<file path="src/rtl/wb_sram_tester.sv">
// wb_sram_tester: Wishbone master that exercises a RAM window.
// It writes a seeded pattern to N words, reads them back, counts mismatches
// and reports pass/fail. Every transaction is single and non-pipelined, with
// one idle cycle between transactions and a per-transaction ack timeout.
//
// Ports:
//   wb_clk_i, wb_rst_i      clock, synchronous active-high reset
//   start                   one-cycle run request (ignored while busy)
//   num_words               word count N, 0..2^ADDR_WIDTH
//   seed                    pattern seed; P(i) = seed ^ (i * 32'h0101_0101)
//   wbm_cyc_o .. wbm_ack_i  Wishbone classic master port
//   busy, done, pass        run status (done/pass are sticky)
//   timeout                 sticky: some transaction never got an ack
//   err_count               saturating count of read mismatches
//   first_err_addr          word index of the first mismatch
//
// state  | meaning
// IDLE   | waiting for start
// WR_REQ | write cycle on the bus, waiting for ack
// WR_GAP | one idle bus cycle after a write
// RD_REQ | read cycle on the bus, waiting for ack
// RD_GAP | one idle bus cycle after a read
// FIN    | publish done/pass, then back to IDLE
module wb_sram_tester #(
  parameter logic [31:0] BASE_ADDR  = 32'h3000_0000,
  parameter int          ADDR_WIDTH = 8,
  parameter int          TIMEOUT    = 16
) (
  input  logic                  wb_clk_i,
  input  logic                  wb_rst_i,
  input  logic                  start,
  input  logic [ADDR_WIDTH:0]   num_words,
  input  logic [31:0]           seed,
  output logic                  wbm_cyc_o,
  output logic                  wbm_stb_o,
  output logic                  wbm_we_o,
  output logic [3:0]            wbm_sel_o,
  output logic [31:0]           wbm_adr_o,
  output logic [31:0]           wbm_dat_o,
  input  logic [31:0]           wbm_dat_i,
  input  logic                  wbm_ack_i,
  output logic                  busy,
  output logic                  done,
  output logic                  pass,
  output logic                  timeout,
  output logic [15:0]           err_count,
  output logic [ADDR_WIDTH-1:0] first_err_addr
);

  typedef enum logic [2:0] {IDLE, WR_REQ, WR_GAP, RD_REQ, RD_GAP, FIN} state_t;

  localparam int                  TW       = $clog2(TIMEOUT);
  localparam logic [TW-1:0]       TMR_LOAD = TW'(TIMEOUT - 1);
  localparam logic [ADDR_WIDTH:0] ONE      = 1;

  state_t              state;
  logic [ADDR_WIDTH:0] idx;
  logic [ADDR_WIDTH:0] n_q;
  logic [31:0]         seed_q;
  logic [TW-1:0]       tmr;

  function automatic logic [31:0] pattern(input logic [31:0] s, input logic [ADDR_WIDTH:0] i);
    logic [31:0] iz;
    iz = '0;
    iz[ADDR_WIDTH:0] = i;
    return s ^ (iz * 32'h0101_0101);
  endfunction

  function automatic logic [31:0] word_addr(input logic [ADDR_WIDTH:0] i);
    logic [31:0] iz;
    iz = '0;
    iz[ADDR_WIDTH-1:0] = i[ADDR_WIDTH-1:0];
    return BASE_ADDR | iz;
  endfunction

  // idx advances on the ack edge, so in the gap states it already names the
  // next word and the compare against n_q decides whether the phase is over.
  // The timeout timer is loaded whenever stb rises and counts down while stb
  // is high; reaching zero without an ack ends the run.
  always_ff @(posedge wb_clk_i) begin
    if (wb_rst_i) begin
      state          <= IDLE;
      idx            <= '0;
      n_q            <= '0;
      seed_q         <= '0;
      tmr            <= '0;
      wbm_cyc_o      <= 1'b0;
      wbm_stb_o      <= 1'b0;
      wbm_we_o       <= 1'b0;
      wbm_sel_o      <= 4'h0;
      wbm_adr_o      <= '0;
      wbm_dat_o      <= '0;
      busy           <= 1'b0;
      done           <= 1'b0;
      pass           <= 1'b0;
      timeout        <= 1'b0;
      err_count      <= '0;
      first_err_addr <= '0;
    end else begin
      case (state)
        IDLE: begin
          if (start) begin
            n_q            <= num_words;
            seed_q         <= seed;
            idx            <= '0;
            done           <= 1'b0;
            pass           <= 1'b0;
            timeout        <= 1'b0;
            err_count      <= '0;
            first_err_addr <= '0;
            busy           <= 1'b1;
            if (num_words == '0) begin
              state <= FIN;
            end else begin
              state     <= WR_REQ;
              wbm_cyc_o <= 1'b1;
              wbm_stb_o <= 1'b1;
              wbm_we_o  <= 1'b1;
              wbm_sel_o <= 4'hF;
              wbm_adr_o <= BASE_ADDR;
              wbm_dat_o <= seed;
              tmr       <= TMR_LOAD;
            end
          end
        end

        WR_REQ, RD_REQ: begin
          if (wbm_ack_i || tmr == '0) begin
            wbm_cyc_o <= 1'b0;
            wbm_stb_o <= 1'b0;
            wbm_we_o  <= 1'b0;
            wbm_sel_o <= 4'h0;
            wbm_adr_o <= '0;
            wbm_dat_o <= '0;
          end
          if (wbm_ack_i) begin
            idx <= idx + ONE;
            if (state == RD_REQ) begin
              state <= RD_GAP;
              if (wbm_dat_i != pattern(seed_q, idx)) begin
                if (err_count != '1) err_count <= err_count + 16'd1;
                if (err_count == '0) first_err_addr <= idx[ADDR_WIDTH-1:0];
              end
            end else begin
              state <= WR_GAP;
            end
          end else if (tmr == '0) begin
            timeout <= 1'b1;
            state   <= FIN;
          end else begin
            tmr <= tmr - 1'b1;
          end
        end

        WR_GAP: begin
          wbm_cyc_o <= 1'b1;
          wbm_stb_o <= 1'b1;
          wbm_sel_o <= 4'hF;
          tmr       <= TMR_LOAD;
          if (idx == n_q) begin
            idx       <= '0;
            state     <= RD_REQ;
            wbm_we_o  <= 1'b0;
            wbm_adr_o <= BASE_ADDR;
            wbm_dat_o <= '0;
          end else begin
            state     <= WR_REQ;
            wbm_we_o  <= 1'b1;
            wbm_adr_o <= word_addr(idx);
            wbm_dat_o <= pattern(seed_q, idx);
          end
        end

        RD_GAP: begin
          if (idx == n_q) begin
            state <= FIN;
          end else begin
            state     <= RD_REQ;
            wbm_cyc_o <= 1'b1;
            wbm_stb_o <= 1'b1;
            wbm_we_o  <= 1'b0;
            wbm_sel_o <= 4'hF;
            wbm_adr_o <= word_addr(idx);
            wbm_dat_o <= '0;
            tmr       <= TMR_LOAD;
          end
        end

        FIN: begin
          // start is deliberately not looked at here
          done  <= 1'b1;
          busy  <= 1'b0;
          pass  <= (err_count == '0) && !timeout;
          state <= IDLE;
        end

        default: state <= IDLE;
      endcase
    end
  end

endmodule

</file>
<file path="config.mk">
export PLATFORM = sky130hd
export DESIGN_NAME = wb_sram_tester
export DESIGN_NICKNAME = d
export VERILOG_FILES = /design/src/rtl/wb_sram_tester.sv
export SDC_FILE = /design/constraint.sdc
export NUM_CORES = 1
export LEC_CHECK = 0
export CORE_MARGIN = 8
export CORE_UTILIZATION = 54
export CTS_CLUSTER_DIAMETER = 120
export DETAILED_ROUTE_END_ITERATION = 10
export MAX_ROUTING_LAYER = met4
export PLACE_DENSITY_LB_ADDON = 0.1
export REMOVE_ABC_BUFFERS = 1
export SLEW_MARGIN = 0
export SYNTH_ARGS = -nofsm -noshare
export SYNTH_HDL_FRONTEND = slang
export SYNTH_SLANG_ARGS = --single-unit
export TNS_END_PERCENT = 5
</file>
<file path="constraint.sdc">
create_clock -name wb_clk_i -period 5.5 [get_ports wb_clk_i]
set_input_delay 1.1 -clock wb_clk_i [delete_from_list [all_inputs] [get_ports wb_clk_i]]
set_output_delay 1.1 -clock wb_clk_i [all_outputs]
set_load 0.005 [all_outputs]
</file>
Word-level counts from Yosys, hierarchy flattened
Index checks and enable logic that the tools add are counted.
{ "word_totals": {"output_inout_bits": 99, "in_bits": 77, "romBits": 0, "latchBits": 0, "ff_bits": 155, "mem_count": 0, "ramBits": 0} }
{ "op_classes": {"n_div": 0, "n_shift": 0, "n_mul": 1, "n_bitwise": 1, "n_addsub": 3, "reduce_logical": 21, "n_eq_ne": 22, "order_cmp": 0, "n_mux": 59} }
{ "ops": {"columns": ["operator", "count"], "rows": [
  ["$mux W32", 8],
  ["$pmux W32 S4", 2],
  ["$mux W16", 5],
  ["$mux W8", 6],
  ["$mul A9 B25 Y32 const B", 1],
  ["$ne A32 B32 Y1", 1],
  ["$pmux W16 S2", 1],
  ["$pmux W4 S4", 2],
  ["$xor A32 B32 Y32", 1],
  ["$mux W9", 3],
  ["$pmux W9 S3", 1],
  ["$ne A2 B2 Y1 const B", 13],
  ["$mux W4", 6],
  ["$mux W3", 6],
  ["$reduce_and A6 Y1", 3],
  ["$add A16 B1 Y16 const B", 1],
  ["$logic_not A16 Y1", 1],
  ["$ne A16 B16 Y1 const B", 1],
  ["$pmux W8 S2", 1],
  ["$pmux W3 S4", 1],
  ["$mux W1", 10],
  ["$add A9 B1 Y9 const B", 1],
  ["$eq A9 B9 Y1", 1],
  ["$logic_not A9 Y1", 1],
  ["20 further kinds", 30]
]} }

Longest topological paths before layout
{ "logic_depth": {"ltp_word": 7, "depth_mapped": 15, "mapped_depth_nobuf": 12} }

Worst setup path before layout
Ideal clock, no wire load.
{ "synth_path": {"kind": "register to register", "startpoint": "reg idx[8]", "endpoint": "reg err_count[11]", "path_slack_ns": 2.277, "arrival_ns": 3.139, "period_less_slack_ns": 3.223, "path_buffers": 2, "stages_incl_launch_ff": 15, "path_cell_list": "dfxtp_1 > ha_1 > ha_1 > ha_1 > ha_1 > and3_1 > buf_2 > xnor2_1 > o22ai_1 > a211oi_1 > o2111ai_4 > o31ai_4 > buf_4 > o211ai_1 > o31ai_2"} }
{ "synth_between": {"elab_chain_len": 5} }
{ "synth_lines": {"columns": ["item", "line", "rtl"], "rows": [
  ["start: declaration", "57", "logic [ADDR_WIDTH:0] idx;"],
  ["start signal: assignment", "137", "idx <= idx + ONE;"],
  ["$mul A9 B25 Y32", "66", "return s ^ (iz * 32'h0101_0101);"],
  ["$xor A32 B32 Y32", "66", null],
  ["$ne A32 B32 Y1", "140", "if (wbm_dat_i != pattern(seed_q, idx)) begin"],
  ["$ne A2 B2 Y1 (no line)", null, null],
  ["$reduce_and A6 Y1 (no line)", null, null],
  ["end signal: assignment", "141", "if (err_count != '1) err_count <= err_count + 16'd1;"],
  ["end: declaration", "46", "output logic [15:0] err_count,"]
]} }
Every way passes these cells.
A chain may end at the register's enable or synchronous reset.

Final worst setup path
{ "layout_path": {"startpoint": "reg idx[0]", "endpoint": "reg first_err_addr[5]"} }
{ "layout_between": {"elab_chain_len": 5} }
{ "layout_lines": {"columns": ["item", "line", "rtl"], "rows": [
  ["$mul A9 B25 Y32", "66", null],
  ["$xor A32 B32 Y32", "66", null],
  ["$ne A32 B32 Y1", "140", null],
  ["$ne A2 B2 Y1 (no line)", null, null],
  ["$reduce_and A6 Y1 (no line)", null, null],
  ["end signal: assignment", "142", "if (err_count == '0) first_err_addr <= idx[ADDR_WIDTH-1:0];"],
  ["end: declaration", "47", "output logic [ADDR_WIDTH-1:0] first_err_addr"]
]} }
Every way passes these cells.

==> flow_summary.yaml <==
drt:
  wire_per_inst_um: 17.4
  routed_wl_um: 20600
  postRouteAntennaNets: 0
  drt_pass1_iterations: 5
  drc: 0
  avgViaCountPerCell: 5.68
  vias: 6754
  drtIter0Drc: 708
critical_path:
  critPathCaptureType: "register"
  crit_type: "reg -> reg"
  start_kind: "register"
  critPathRequiredTime_ns: 5.78
  cp_slowest_cell: "o31ai_4"
  crit_chain: "ha_1, ha_1, ha_1, ha_1, xnor2_1, xnor2_1, o21ai_0, nor4b_1, nand4_1, o31ai_4, a21oi_2, mux2i_1"
  cp_slowest_stage_delay_ns: 0.73
  crit_path_max_fanout: 17
  worstPathArrival_ns: 4.47
  path_common_cell: "ha_1"
global_routing:
  use_met2_pct: 39.3
  gr-total-overflow: 0
  grt_max_degree: 61
  gr-usage-all-layers_pct: 25.3
  grt_pass1_vias: 6454
  antenna_found_initial: 0
  grt_pass1_wl_um: 33100
  grt_use_met3_pct: 5.64
  grt_busiest_layer: "met2"
  grtUsageMet1_pct: 32.3
clocking:
  cts_buffer_depth: 2
  htreeDepth: 4
  cts_num_sinks: 127
  cts_buffers: 17
  path_clk_slew_ns: 0.06
  post_cts_buffers: 0
  clk_latency_ns: 0.42
  post_cts_resized: 0
  cts-root-buf: "clkbuf_16"
  cts_tree: "done"
  cts_hold_buffers: 0
yosys:
  synthAdderAreaFrac_pct: 1.42
  seq_area_frac_synth_pct: 36.0
  synth.avg_cell_area_um2: 7.99
  yosys.area_share.simple_pct: 23.9
  synthMuxAreaShare_pct: 1.42
  synth-compound-area-share_pct: 18.4
  yosys.area.top_type: "dfxtp_1"
  synth_top_family_by_area: "simple AND/OR/NAND/NOR gates"
  syn_inst: 885
  syn_area_um2: 7070
  synth_top_area_share_pct: 36.0
  ys_types: 58
  async_flop_share_pct: 0
  synth-seq-cells: 127
  ys.flop_type: "dfxtp_1"
  synth_warnings: 0
  synth_edf_count: 0
  synth_xor_area_share_pct: 11.0
  synth.area.top_cells: "dfxtp_1 (36%), nand2_1 (7.2%), xnor2_1 (6.2%), xor2_1 (4.8%), a21oi_1 (4.6%)"
floorplan:
  start_util_pct: 54.2
  die_h_um: 130
  dieArea_um2: 17000
  rows: 42
  die_x_um: 130
  top_level_ports: 176
  core-area_um2: 13000
timing:
  final_hold_viol_count: 0
  min_period_over_period_pct: 76.2
  timing.slew.headroom_pct: 35.4
  skew_ns: 0.00628
  layout_setup_ws_ns: 1.31
  setup_viol: 0
  fmax_mhz: 239
  grt_setup_unrepaired: "no"
  fin_setup_tns_ns: 0
  slew_viol_final: 0
  fin_crit_ns: 4.19
  worst_pin_slew_ns: 0.961
power:
  swShare_pct: 28.4
  power-per-cell-area_nw_per_um2: 324
  p_int_mw: 2.12
  irDropWorstVdd_mv: 0.201
  power.switching_mw: 0.842
  seq_power_share_pct: 36.2
  p_leak_nw: 3.41
  p_comb_share_pct: 22.4
  p_clk_share_pct: 41.4
  power_mw: 2.97
worst_hold_path:
  hold_path_class: "reg -> reg"
final_layout:
  diodes: 0
  fin_util_pct: 70.3
  final_layout_size_suffix_gt1_share_pct: 6.12
  syn_to_final_growth_pct: 29.5
  fin_area_um2: 9160
  nNetsFinal: 1085
run_status:
  status: "finished, final reports clean"
placement:
  hpwl_um: 14100
  gp_congestion: 0.930
  portBuffers: 153
  placed_area_um2: 8510
  place_ws_ns: 1.39
job:
  drv_cap: 0
-- worst max-delay path, delay by kind of cell (launching register included) --
family,cells,cell delay [ns]
DFF,1,0.42
adders and majority gates,4,0.94
and+or+nand+nor,2,0.53
AOI/OAI and AO/OA,3,1.23
xor gates and xnor gates,2,0.72
muxes,1,0.19
-- sequential cells by signal (all words and copies together), names as in the netlist --
name            cells
seed_q             32
wbm_dat_o          32
err_count          16
idx                 9
n_q                 9
wbm_adr_o           9
first_err_addr      8
tmr                 4
state               3
busy                1
done                1
pass                1
timeout             1
wbm_we_o            1
-- final cells by class --
cell class,instances,area [um2]
timing repair buffer,166,1630
multi-input combinational,671,4060
clock buffer,18,429
clock inverter,14,214
tap,176,220
sequential,127,2540
fill,1111,3880
inverter,17,63.8
-- final timing paths --
check | start | to | slack, ns | cells past startpoint
worst max-delay path | idx[0] | first_err_addr[5] | 1.31 | 12
worst min-delay path | done | done | 0.46 | 2
worst max register to register | idx[0] | first_err_addr[5] | 1.31 | 12
worst min register to register | done | done | 0.46 | 2
-- cells in the final DEF, fill, tap and decap left out, types with 19 or more instances in the layout --
| cell | Yosys | routed |
|---|---|---|
| a21oi_1 | 65 | 65 |
| a221oi_1 | 32 | 32 |
| clkdlybuf4s50_1 | 0 | 152 |
| conb_1 | 1 | 22 |
| dfxtp_1 | 127 | 127 |
| nand2_1 | 136 | 136 |
| nand3_1 | 19 | 19 |
| nor2_1 | 71 | 70 |
| nor3_1 | 51 | 50 |
| xnor2_1 | 50 | 50 |
| xor2_1 | 39 | 39 |
-- power groups by stage --
| stage | logic [mW] | clock network (mW) | registers (mW) |
|---|---|---|---|
| finish | 0.664 | 1.23 | 1.07 |
| global route | 0.733 | 1.29 | 1.09 |
| CTS | 0.668 | 1.24 | 1.07 |
| detailed placement | 0.663 | 0 | 1.09 |
| global placement | 0.659 | 0 | 1.09 |
| floorplan | 0.350 | 0 | 1.09 |
-- per-layer routing --
metal,part of all wire (%),up-vias
li1,-,3283
met1,44,3174
met2,46,265
met3,7.4,32
met4,1.8,0
met5,0,-
-- cell usage after synthesis (2+ instances only) --
master,instances
ha_1,8
and2_1,8
and3_1,16
nor2_1,71
xor2_1,39
nand3_1,19
nand3_4,2
a221oi_1,32
nand4_1,9
or2_2,2
nand2_1,136
buf_2,10
o21a_1,2
a22oi_1,9
o2111ai_1,4
a211oi_1,10
nor3_1,51
or3_1,3
nor2b_1,10
a311oi_1,2
mux2i_1,10
buf_6,3
nand2b_1,12
o31ai_1,5
buf_4,30
dfxtp_1,127
o32ai_1,3
o31ai_2,4
a21oi_1,65
o21ai_1,2
inv_1,17
o211ai_1,13
a31oi_1,4
nor4b_1,2
xnor2_1,50
o21ai_0,13
o22ai_1,5
nor4_1,9
nor3_2,2
clkbuf_1,48
-- logic make-up after synthesis --
group                      count (synthesis)
DFF                                      127
adders and majority gates                  8
AOI/OAI and AO/OA                        184
xor gates and xnor gates                  89
and+or+nand+nor                          358
buffers and inverters                    108
other                                      1
muxes                                     10
-- through the flow --
stage	instances	hold WS [ns]
floorplan	815	0.442
global placement	1157	0.443
detailed placement	1157	0.449
CTS	1189	0.457
global route	1189	0.469
finish	1189	0.455
No activity file was read; power rests on OpenSTA's default activity.
==> edit 1, RTL diff (same flow settings) <==
Make the reset (`wb_rst_i`) asynchronous in one clocked block. Comments in the files are not updated.
--- a/src/rtl/wb_sram_tester.sv
+++ b/src/rtl/wb_sram_tester.sv
@@ -77,7 +77,7 @@
   // next word and the compare against n_q decides whether the phase is over.
   // The timeout timer is loaded whenever stb rises and counts down while stb
   // is high; reaching zero without an ack ends the run.
-  always_ff @(posedge wb_clk_i) begin
+  always_ff @(posedge wb_clk_i or posedge wb_rst_i) begin
     if (wb_rst_i) begin
       state          <= IDLE;
       idx            <= '0;
Check against the original RTL: differs if wb_rst_i is asserted again (counterexample within 4 cycles, from zero or initial values and one cycle with wb_rst_i high); with wb_rst_i held inactive, the same outputs for 4 cycles.
==> edit 1 against the original RTL <==
  * Sequential cell count is 1 higher
  * Area after synthesis is 6.8% higher
  * Clock skew is 3.7 ps higher
  * Die area is 6.0% higher
  * Routed wire length is 4.5% higher
  * Final area is 5.7% higher
  * Worst setup slack worse by 530 ps
Power is not compared: it rests on default switching activity, and its combinational part moved more than twofold at a synthesized area within 25%.
==> edit 1: results (changes against the original RTL) <==
outcome=completed (unchanged); Main synth FF type=dfrtp_1 (was dfxtp_1); non-filler instance count after layout=1176 (was 1189); worst-path cell with the longest stage delay=nand2b_1 (was o31ai_4); clk_skew=9.99 ps (was 6.28 ps); clock root buffer master=clkbuf_16 (unchanged); placed cell areas=9010 µm² (was 8510 µm²); fill count=1118 (was 1111); asr flop ratio synth=1.00 (was 0); Crit Path Max Fanout=19 (was 17); Nets=1068 (was 1085); hold path cells=2 (unchanged); Final Wtd Congestion=0.895 (was 0.930); vias in the first global route=6555 (was 6454); most common library cells after synthesis=nand2_1 (194), dfrtp_1 (128), o21ai_0 (69), xnor2_1 (57), clkbuf_1 (47) (was nand2_1 (136), dfxtp_1 (127), nor2_1 (71), a21oi_1 (65), nor3_1 (51)); worst reg2reg path depth=13 (was 12); WL met2=10500 µm (was 9590 µm); RR Startpoint=idx[0]$_DFFE_PP0P_ (was idx[0]$_SDFFE_PP0P_); first-pass GRT wire length=34300 µm (was 33100 µm); pre-CTS WS=828 ps (was 1390 ps); clock tree buffer depth=2 (unchanged); total track usage=0.247 (was 0.253); Routed WL=21600 µm (was 20600 µm); Distinct cells, synth=63 (was 58); Slew headroom=0.0935 (was 0.354); post-placement cell count=1144 (was 1157); HP Start=wbm_dat_o[14]$_DFFE_PP0P_ (was done$_SDFFE_PP0P_); DRT iter0 DRCs=583 (was 708); GRT met3 Usage=0.0628 (was 0.0564); CP peak stage delay=590 ps (was 730 ps); met3 WL=1290 µm (was 1520 µm); Yosys top cell by area=dfrtp_1 (was dfxtp_1); met2 Use GR=0.392 (was 0.393); crit path capture=err_count[1]$_DFFE_PP0P_ (was first_err_addr[5]$_SDFFE_PP0P_); Mapped Cells=869 (was 885); Top delay family on crit path=simple AND/OR/NAND/NOR gates (was compound AO/OA/AOI/OAI gates); Vias/cell=5.69 (was 5.68); Leak Pwr=0.00414 µW; GR met1 Demand/Resource=0.303 (was 0.323); R2R Setup Slk=780 ps (was 1310 ps); layout cells sized above 1=0.0572 (was 0.0612); Seq/Total Area, Yosys=0.424 (was 0.360); worst skew pair latency=420 ps (about the same); CP arrival=4990 ps (was 4470 ps); largest cells by area after synthesis=dfrtp_1 (42%), nand2_1 (9.6%), xnor2_1 (6.6%), o21ai_0 (4.6%), a22oi_1 (3.2%) (was dfxtp_1 (36%), nand2_1 (7.2%), xnor2_1 (6.2%), xor2_1 (4.8%), a21oi_1 (4.6%)); DRT met1 WL=9330 µm (was 9160 µm); VDD IR max=0.362 mV; highest routed layer=met4 (unchanged); Ys Warns=0 (unchanged); placed wire-length estimate=15000 µm (was 14100 µm); Hold EP=wbm_dat_o[14]$_DFFE_PP0P_ (was done$_SDFFE_PP0P_); setup bufs post-CTS=0 (unchanged); fmax=212 MHz (was 239 MHz)
edit 1: cell types whose count changed in the layout (fill, tap and decap cells not counted), sizes merged, moves of 23 or more:
cell | before | now
a221oi | 32 | 3
o21ai | 15 | 70
nor2 | 71 | 25
dfrtp | 0 | 128
a22oi | 9 | 32
nand2 | 136 | 195
a21oi | 66 | 11
nor3 | 53 | 17
dfxtp | 127 | 0
edit 1: area by class of cell:
cell class	count	share of cell area
sequential	128	0.331
tap	180	0.0233
clock buffer	24	0.0518
inverter	24	0.00956
timing repair buffer	164	0.167
clock inverter	8	0.0178
multi-input combinational	648	0.400
edit 1: cells by family after synthesis:
family,Yosys count,synth area share
other,1,0.000497
buffers and inverters,114,0.0749
flip-flops,128,0.424
AND/OR/NAND/NOR,334,0.206
adder cells (fa/ha/maj),8,0.0133
XOR/XNOR,85,0.0996
AO/OA/AOI/OAI,195,0.175
multiplexers,4,0.00646
edit 1: power groups by stage:
stage	logic [µW]	registers, µW	clock network (µW)
2_1_floorplan	1290	1540	0
3_3_place_gp	2070	1600	0
3_5_place_dp	2110	1610	0
4_1_cts	2130	1600	1290
5_1_grt	2340	1650	1340
6_report	2110	1610	1280
edit 1: tightest hold or removal path, delay by kind of cell, from the launching register on:
family | cells | cell delay, ps
AO/OA/AOI/OAI | 1 | 60
AND/OR/NAND/NOR | 1 | 40
flip-flops | 1 | 340
edit 1: metrics by stage:
step                      utilization  power, µW  hold slack [ps]
after floorplan                     -       2830              465
after global placement          0.654       3680              461
after detailed placement        0.654       3720              468
after CTS                       0.703       5020              482
after global routing            0.703       5330              497
final                           0.703       5000              473
==> edit 2, RTL diff (same settings) <==
Made on the original files. Set the parameter `TIMEOUT` to 32 (it was 16).
--- a/src/rtl/wb_sram_tester.sv
+++ b/src/rtl/wb_sram_tester.sv
@@ -24,7 +24,7 @@
 module wb_sram_tester #(
   parameter logic [31:0] BASE_ADDR  = 32'h3000_0000,
   parameter int          ADDR_WIDTH = 8,
-  parameter int          TIMEOUT    = 16
+  parameter int          TIMEOUT    = 32
 ) (
   input  logic                  wb_clk_i,
   input  logic                  wb_rst_i,
Function: same outputs for any inputs over 4 cycles, from zero or initial values and one cycle with wb_rst_i high; that may be too few to reach the edited logic, so the function may still have changed.
==> edit 2 against the original RTL <==
  * Final area grew 0.60%
  * Core utilization increased by 0.14 points
  * Sequential share of layout area up 0.051 points
  * Global-route usage about the same
  * Worst setup slack got worse by 140 ps
  * Synthesized cell count grew 0.11%
  * Hold slack got worse by 4.8 ps
  * Fmax down 3.1%
  * Largest power group unchanged
  * Total power is 3.9% higher
  * Routed wire length increased by 3.5%
  * Area after synthesis rose by 1.5%
  * Sequential cell count grew 1
==> edit 2: results (changes against the original RTL) <==
outcome=completed (unchanged); seq_cells=128 (was 127); Nets=1081 (was 1085); multi-input gate share of total cell area=0.448 (was 0.443); Top delay family on crit path=compound AO/OA/AOI/OAI gates (unchanged); inverters=13 (was 17); RR Startpoint=idx[0]$_SDFFE_PP0P_ (unchanged); first-pass GRT wire length=35300 µm (was 33100 µm); Leak Pwr=0.00346 µW (was 0.00341 µW); vias in the first global route=6787 (was 6454); DRT iter0 DRCs=648 (was 708); HP Start=wbm_we_o$_SDFFE_PP0P_ (was done$_SDFFE_PP0P_); ClkCell Share=0.0736 (was 0.0702); CTS buffer count=17 (unchanged); Ys Warns=0 (unchanged); Reg power frac=0.353 (was 0.362); Slew headroom=0.198 (was 0.354); total of max-cap violations=0 (unchanged); clock share of power=0.420 (was 0.414); Worst-path clk slew=60 ps (about the same); layout cells sized above 1=0.0655 (was 0.0612); final-layout non-clock buffer area share=0.171 (was 0.178); Critical Path Source Type=flip-flop (unchanged); most common library cells after synthesis=dfxtp_1 (128), nand2_1 (126), nor2_1 (83), a21oi_1 (69), nor3_1 (49) (was nand2_1 (136), dfxtp_1 (127), nor2_1 (71), a21oi_1 (65), nor3_1 (51)); reg-to-reg endpoint=first_err_addr[6]$_SDFFE_PP0P_ (was first_err_addr[5]$_SDFFE_PP0P_); CP peak stage delay=610 ps (was 730 ps); clk_skew=9.40 ps (was 6.28 ps); clkbuf count=22 (was 18); Hold EP=wbm_we_o$_SDFFE_PP0P_ (was done$_SDFFE_PP0P_); crit path capture=first_err_addr[6]$_SDFFE_PP0P_ (was first_err_addr[5]$_SDFFE_PP0P_); non-filler instance count after layout=1183 (was 1189); total track usage=0.253 (about the same); drt wl/cell=18.1 µm (was 17.4 µm); placed wire-length estimate=14500 µm (was 14100 µm); largest cells by area after synthesis=dfxtp_1 (36%), nand2_1 (6.6%), xnor2_1 (5.9%), a21oi_1 (4.8%), xor2_1 (4.4%) (was dfxtp_1 (36%), nand2_1 (7.2%), xnor2_1 (6.2%), xor2_1 (4.8%), a21oi_1 (4.6%)); worst skew pair latency=420 ps (about the same); non-clock buffer instance count of the final layout=159 (was 166); comb_multi_in=676 (was 671); Seq/Total Area, Yosys=0.357 (was 0.360); Hold WC Path Type=flip-flop to flip-flop (unchanged); Final Wtd Congestion=0.982 (was 0.930); R2R Setup Slk=1170 ps (was 1310 ps); worst reg2reg path depth=12 (unchanged); fill count=1081 (was 1111); # resized after CTS=0 (unchanged); clock tree buffer depth=2 (unchanged); largest net degree at the start of global routing=76 (was 61); vias=6923 (was 6754); VDD IR max=0.210 mV (was 0.201 mV); NetSw=859 µW (was 842 µW); CP arrival=4640 ps (was 4470 ps); Distinct cells, synth=79 (was 58); Crit Path Max Fanout=13 (was 17); Mapped Cells=886 (was 885); worst-path cell with the longest stage delay=o2111ai_2 (was o31ai_4); Seq area share=0.278 (about the same)
-- edit 2: stage by stage --
| stage | hold slack, ps | area, µm² | worst slack [ps] | power (µW) |
|---|---|---|---|---|
| 5_1_grt | 491 | 9210 | 991 | 3220 |
| 2_1_floorplan | 442 | 6720 | 1830 | 1470 |
| 6_report | 451 | 9210 | 1170 | 3080 |
| 3_3_place_gp | 444 | 8530 | 1220 | 1790 |
| 4_1_cts | 454 | 9210 | 1190 | 3090 |
| 3_5_place_dp | 446 | 8530 | 1140 | 1800 |
-- edit 2: logic make-up (layout without fill, tap and decap cells) --
group	count (synthesis)	count (layout)	synth area share
simple gates	364	364	0.241
compound gates	188	188	0.184
other cells	1	22	0.000523
buf+inv	103	203	0.0806
fa+ha+maj	9	9	0.0157
mux	6	6	0.00855
xor+xnor	87	87	0.112
flops	128	128	0.357
-- edit 2: layer usage --
layer  global-route usage  vias up  wire, µm
li1                     -     3308         -
met1                0.317     3268      9470
met2                0.376      299      9460
met3               0.0758       48      1900
met4                0.102        0       548
met5                    -        -         0
